**config.mk**
```make
export PLATFORM = sky130hd
export DESIGN_NAME = bp_cfg_regfile
export DESIGN_NICKNAME = d
export VERILOG_FILES = /design/src/rtl/bp_cfg_regfile.sv
export SDC_FILE = /design/constraint.sdc
export NUM_CORES = 1
export LEC_CHECK = 0
export BUFFER_PORTS_ARGS = -buffer_cell sky130_fd_sc_hd__buf_2
export CAP_MARGIN = 0
export CORE_ASPECT_RATIO = 1.2
export CORE_UTILIZATION = 40
export CTS_BUF_LIST = sky130_fd_sc_hd__clkbuf_8 sky130_fd_sc_hd__clkbuf_16
export CTS_CLUSTER_DIAMETER = 80
export DETAILED_ROUTE_END_ITERATION = 10
export PLACE_DENSITY = 0.88
export REMOVE_ABC_BUFFERS = 1
export SYNTH_ARGS = -nofsm -noshare
export SYNTH_HDL_FRONTEND = slang
export SYNTH_SLANG_ARGS = --single-unit
```
**constraint.sdc**
```tcl
create_clock -name clk_i -period 5.9 [get_ports clk_i]
set_input_delay 0 -clock clk_i [delete_from_list [all_inputs] [get_ports clk_i]]
set_output_delay 0 -clock clk_i [all_outputs]
set_load 0.005 [all_outputs]
```
**src/rtl/bp_cfg_regfile.sv**
```systemverilog
// Runtime config register file: active config index plus per-core freeze with staggered release.
// Latency: command accepted at edge t takes effect and raises resp_v_o from t+1; releases are stagger_cycles_p+1 apart.
// Backpressure: one-entry response buffer; cmd_ready_o stays low until the pending response is consumed with resp_yumi_i.
//
// Ports:
//   clk_i, reset_i            clock, synchronous active-high reset
//   cmd_v_i/cmd_w_i/cmd_addr_i/cmd_data_i/cmd_ready_o   command port (valid/ready)
//   resp_v_o/resp_data_o/resp_yumi_i                    response port (valid/yumi)
//   cfg_idx_o                 active aviary config index
//   freeze_o                  per-core freeze, 1 = frozen
//   busy_o                    staggered release in progress
module bp_cfg_regfile #(
  parameter int num_core_p       = 4,
  parameter int lg_max_cfgs_p    = 7,
  parameter int default_cfg_p    = 2,
  parameter int data_width_p     = 64,
  parameter int addr_width_p     = 16,
  parameter int stagger_cycles_p = 8
) (
  input  logic                     clk_i,
  input  logic                     reset_i,
  input  logic                     cmd_v_i,
  input  logic                     cmd_w_i,
  input  logic [addr_width_p-1:0]  cmd_addr_i,
  input  logic [data_width_p-1:0]  cmd_data_i,
  output logic                     cmd_ready_o,
  output logic                     resp_v_o,
  output logic [data_width_p-1:0]  resp_data_o,
  input  logic                     resp_yumi_i,
  output logic [lg_max_cfgs_p-1:0] cfg_idx_o,
  output logic [num_core_p-1:0]    freeze_o,
  output logic                     busy_o
);

  localparam int cnt_w_lp = $clog2(stagger_cycles_p + 1);

  typedef enum logic [0:0] {
    S_IDLE = 1'b0,
    S_WAIT = 1'b1
  } state_e;

  state_e                   state_q, state_n;
  logic [cnt_w_lp-1:0]      cnt_q, cnt_n;
  logic [lg_max_cfgs_p-1:0] cfg_q, cfg_n;
  logic [num_core_p-1:0]    freeze_q, freeze_n;
  logic [num_core_p-1:0]    pending_q, pending_n;
  logic                     err_q, err_n;
  logic                     resp_v_q, resp_v_n;
  logic [data_width_p-1:0]  resp_data_q, resp_data_n;

  logic                     accept;
  logic                     sel_cfg, sel_freeze, sel_status, sel_bcast;
  logic                     release_ok;
  logic [num_core_p-1:0]    rel_mask;
  logic [num_core_p-1:0]    freeze_f, pending_f;
  logic [num_core_p-1:0]    wmask;
  logic [data_width_p-1:0]  rdata;

  // Only the low bits of the write data are meaningful for any register.
  logic unused_data;
  assign unused_data = ^cmd_data_i;

  assign cmd_ready_o = ~resp_v_q & ~reset_i;
  assign accept      = cmd_v_i & cmd_ready_o;
  assign busy_o      = (state_q == S_WAIT) | (|pending_q);
  assign resp_v_o    = resp_v_q;
  assign resp_data_o = resp_data_q;
  assign cfg_idx_o   = cfg_q;
  assign freeze_o    = freeze_q;

  assign sel_cfg    = (cmd_addr_i == addr_width_p'('h00));
  assign sel_freeze = (cmd_addr_i == addr_width_p'('h08));
  assign sel_status = (cmd_addr_i == addr_width_p'('h10));
  assign sel_bcast  = (cmd_addr_i == addr_width_p'('h18));

  // Isolate the lowest set pending bit.
  assign rel_mask   = pending_q & (~pending_q + num_core_p'(1));
  // In WAIT, the cycle the counter reads zero doubles as an IDLE cycle so the
  // next release happens without an extra bubble.
  assign release_ok = (state_q == S_IDLE) | (cnt_q == '0);
  assign wmask      = cmd_data_i[num_core_p-1:0];

  always_comb begin
    // Release FSM first; the command path below overrides it so that a
    // simultaneous FREEZE write to the released core keeps it frozen.
    state_n   = state_q;
    cnt_n     = cnt_q;
    freeze_f  = freeze_q;
    pending_f = pending_q;
    if (release_ok) begin
      if (|pending_q) begin
        freeze_f  = freeze_q & ~rel_mask;
        pending_f = pending_q & ~rel_mask;
        cnt_n     = cnt_w_lp'(stagger_cycles_p);
        state_n   = S_WAIT;
      end else begin
        state_n   = S_IDLE;
      end
    end else begin
      cnt_n = cnt_q - 1'b1;
    end

    freeze_n    = freeze_f;
    pending_n   = pending_f;
    cfg_n       = cfg_q;
    err_n       = err_q;
    resp_v_n    = resp_v_q;
    resp_data_n = resp_data_q;
    rdata       = '0;

    if (resp_v_q & resp_yumi_i) begin
      resp_v_n = 1'b0;
    end

    if (accept) begin
      resp_v_n = 1'b1;
      if (cmd_w_i) begin
        resp_data_n = '0;
        if (sel_cfg) begin
          // Config may only change while every core is parked.
          if ((&freeze_q) & ~busy_o) begin
            cfg_n = cmd_data_i[lg_max_cfgs_p-1:0];
          end else begin
            err_n = 1'b1;
          end
        end
        if (sel_freeze) begin
          // 1s freeze and unqueue; 0s queue any core still frozen (a running
          // core is never pending, so OR-ing in freeze_f is enough).
          freeze_n  = freeze_f | wmask;
          pending_n = (pending_f | freeze_f) & ~wmask;
        end
        if (sel_bcast) begin
          if (cmd_data_i[0]) begin
            freeze_n  = '1;
            pending_n = '0;
          end else begin
            pending_n = pending_f | freeze_f;
          end
        end
      end else begin
        if (sel_cfg)    rdata = data_width_p'(cfg_q);
        if (sel_freeze) rdata = data_width_p'(freeze_q);
        if (sel_status) begin
          rdata = data_width_p'({err_q, busy_o});
          err_n = 1'b0;
        end
        resp_data_n = rdata;
      end
    end
  end

  always_ff @(posedge clk_i) begin
    if (reset_i) begin
      state_q     <= S_IDLE;
      cnt_q       <= '0;
      cfg_q       <= lg_max_cfgs_p'(default_cfg_p);
      freeze_q    <= '1;
      pending_q   <= '0;
      err_q       <= 1'b0;
      resp_v_q    <= 1'b0;
      resp_data_q <= '0;
    end else begin
      state_q     <= state_n;
      cnt_q       <= cnt_n;
      cfg_q       <= cfg_n;
      freeze_q    <= freeze_n;
      pending_q   <= pending_n;
      err_q       <= err_n;
      resp_v_q    <= resp_v_n;
      resp_data_q <= resp_data_n;
    end
  end

endmodule

```
# After elaboration in Yosys (flattened, before gate mapping)
# Cells that the tools add are included.
# W data, S select, Z words.
# classes
n_bitwise	19
addsub	2
eq_ne	6
reduce_logical	8
muxes	27
# op_table
operator	count
$mux W64	3
$mux W4	16
$eq A16 B5 Y1 const B	2
$and A4 B4 Y4	4
$eq A16 B4 Y1 const B	1
$logic_not A16 Y1	1
$not A4 Y4	3
$reduce_and A4 Y1	3
$or A4 B4 Y4	2
$mux W1	7
$mux W7	1
$add A4 B1 Y4 const B	1
$and A1 B1 Y1	4
$logic_not A4 Y1	1
$ne A2 B1 Y1 const B	2
$not A1 Y1	4
$reduce_bool A2 Y1	2
$reduce_or A4 Y1	1
$sub A4 B1 Y4 const B	1
$ne A2 B2 Y1 const B	1
$or A1 B1 Y1	2
# totals
register_bits	86
elab_cells	70
input_bits	85
output_inout_bits	78

# Longest topological paths before layout
# logic_depth
ltp_word	13
mapped_depth	8

# Worst setup path after synthesis
# OpenSTA, ideal clock, no wires.
# synth_timing
path_type	register to register
startpoint	register pending_q[3]
endpoint	register cfg_q[1] (netlist: cfg_idx_o[1])
setup_time_ns	0.120
setup_slack_ns	3.644
path_stages_with_launch	6
arrival_time_ns	2.137
t_required_ns	5.780
path_cell_list	dfxtp_1 -> or3_1 -> or4_1 -> nor4_4 -> nor2b_1 -> a211o_1
# synth_between
elab_chain_cells	5
# synth_rtl
item	line_no	source
start, declared	46	logic [num_core_p-1:0] pending_q, pending_n;
start signal, assigned	168	pending_q <= pending_n;
$reduce_or A4 Y1	65	assign busy_o = (state_q == S_WAIT) | (|pending_q);
$or A1 B1 Y1	65	
$not A1 Y1	121	if ((&freeze_q) & ~busy_o) begin
$and A1 B1 Y1	121	
$reduce_and A4 Y1 (no source line)	--	
end signal, assigned	157	cfg_q <= lg_max_cfgs_p'(default_cfg_p);
end signal, assigned	166	cfg_q <= cfg_n;
end, declared	44	logic [lg_max_cfgs_p-1:0] cfg_q, cfg_n;
# Every way passes these cells.
# A chain may end at the register's enable or synchronous reset.

# Worst setup path after layout
# layout_timing
startpoint	register pending_q[2]
endpoint	register cfg_q[1] (netlist: cfg_idx_o[1])
# Same word-level chain as after synthesis.

==> impl_metrics.ini <==
[setup_path]
worst-path-max-fanout = 8
critPathKind = flip-flop to flip-flop
worstPathCellList = or3_1 -> or4_1 -> nor4_4 -> nor2b_1 -> a211o_1
cp_slowest_cell = nor4_4
critPathArrivalTime_ps = 2670
cp-end-kind = flip-flop
crit_path_start_kind = flip-flop
cpPeakStageDelay_ps = 700
cp_data_required_time_ps = 6070

[finish]
finalNetCount = 368
area_growth_pct = 14.1
layout-drive-gt1-share = 0.213
diodes = 0
finish.utilization = 0.483

[floorplanning]
die_x_um = 63.8
core-area_um2 = 4330
dieArea_um2 = 4860
die_h_um = 76.1
fp-row-count = 26
initial_core_util = 0.423
ioPinCount = 163

[global_routing]
antenna_found_initial = 0
grt_use_total = 0.163
grt_first_pass_wirelength_um = 6320
grt_max_degree = 29
grt_overflow = 0
grt_pass1_vias = 1439

[timing]
hold_viol_final = 0
slew_viol_final = 0
rsz0062_at_grt = no
fin_crit_ps = 2500
tightest_slew_ps = 743
clock-skew-final_ps = 3.76
relSlewSlack = 0.502
setup_tns_ps = 0
max_freq_mhz = 401
post-route-period-util = 0.423
setup_viol = 0
fin_ws_ps = 3400

[job]
cap_violations = 0

[drt]
ant_nets = 0
wl_per_cell_um = 11.2
drc = 0
via_per_inst = 4.73
drt-initial-drc-count = 57
num_vias = 1600
firstDrtPassIters = 4
wl_um = 3800

[power]
p_leak_nw = 0.967
peakVddDrop_mv = 0.123
power.density_nw_per_um2 = 215
total_power_mw = 0.449

[run_status]
status = completed

[cts]
clkSlewWorstSetupHoldPaths_ps = 60
ctsHtreeMaxLevel = 2
cts-resized-gates = 0
clock-sinks = 29
cts_buffers = 5
cts_tree = built
cts_root_buf = clkbuf_8
cts_setup_buffers = 0
clk_latency_ps = 280
cts_buffer_depth = 2
postCtsHoldBufs = 8

[place]
dp_slack_ps = 3430
place.port_buffers = 48
gp_congestion = 0.810
dp_hpwl_um = 2830

[yosys]
synth_area_leaders = dfxtp_1 (32%), buf_4 (23%), mux2i_1 (5.5%)
ys.flop_type = dfxtp_1
synthTopCellsByCount = buf_4 (57), dfxtp_1 (29), nor2_1 (19), nand2_1 (18), inv_1 (11)
synth-seq-cells = 29
synth_edf_count = 0
synth_top_area_frac = 0.317
async_reset_ff_frac = 0
syn_inst = 227
ys_seq_area_frac = 0.317
synth_area_um2 = 1830
yosys_warnings = 0
syn_avg_cell_area_um2 = 8.07
synth.most_common_cell = buf_4
synth_cell_types = 37
synth_top_area_cell = dfxtp_1

[hold_path]
hold_path_class = primary input to flip-flop
## cells in the final DEF (no fill, tap or decap), drive strengths merged, types with 2 or more instances in the layout
cell type and instances:
dlygate4sd3 8, or3 3, clkbuf 6, a211oi 3
buf 48, a31oi 6, nand3 3, a211o 3
conb 57, nand2b 4, or4 5, dfxtp 29
nor2b 2, mux2i 10, ha 2, nand2 18
a21oi 10, o21ai 10, nor2 19, nor3 8
a311oi 3, inv 12, nor4 2
## worst paths after layout
kind	endpoint	slack, ps	cells after the start	startpoint
setup / recovery	cfg_idx_o[1]	3400	5	pending_q[2]
hold / removal	resp_v_o	40	3	cmd_v_i
setup reg to reg	cfg_idx_o[1]	3400	5	pending_q[2]
hold reg to reg	resp_data_o[0]	450	2	resp_data_o[0]
## critical path, delay by kind of cell, from the launching register on
| family | cells | cell delay, ps |
|---|---|---|
| AO/OA/AOI/OAI | 1 | 280 |
| flip-flops | 1 | 340 |
| AND/OR/NAND/NOR | 4 | 1760 |
## final cells by class
cell class | count | area (µm²)
well taps | 56 | 70.1
inverters | 11 | 41.3
clock inverters | 2 | 33.8
fillers | 431 | 2240
clock buffers | 6 | 82.6
repair buffers | 56 | 320
multi-input cells | 178 | 961
flip-flops and latches | 29 | 581
## sequential cells by signal, indices dropped and copies added (netlist names)
name / count
cfg_idx_o: 7
resp_data_o: 7
cnt_q: 4
freeze_o: 4
pending_q: 4
err_q: 1
resp_v_o: 1
state_q: 1
## metal layers
metal  global-route usage  vias up  wire length, µm
met5                    0        -                0
met4               0.0750        0               63
met3               0.0479        8              386
met2                0.273      102             1850
met1                0.188      722             1500
li1                     -      768                -
## per-stage QoR
step	cells	hold slack [ps]	instance area [µm²]
6_report	338	35.8	2090
5_1_grt	338	57.8	2090
4_1_cts	338	23.2	2090
3_5_place_dp	322	224	1890
3_3_place_gp	322	224	1890
2_1_floorplan	218	26.9	1580
## cells by family after synthesis
group,Yosys count,share of synthesized area
buf+inv,76,0.273
simple gates,69,0.200
compound gates,40,0.139
flops,29,0.317
mux,10,0.0546
fa+ha+maj,2,0.0137
other cells,1,0.00205
## power by group
part / total [mW] / internal (mW) / switching [mW] / leakage, nW
Clock: 0.213 / 0.136 / 0.0772 / 0.0626
Combinational: 0.0391 / 0.0146 / 0.0245 / 0.670
Sequential: 0.197 / 0.196 / 0.000542 / 0.234
Total: 0.449 / 0.347 / 0.102 / 0.967
Note: power is estimated with default switching activity, not from simulation.
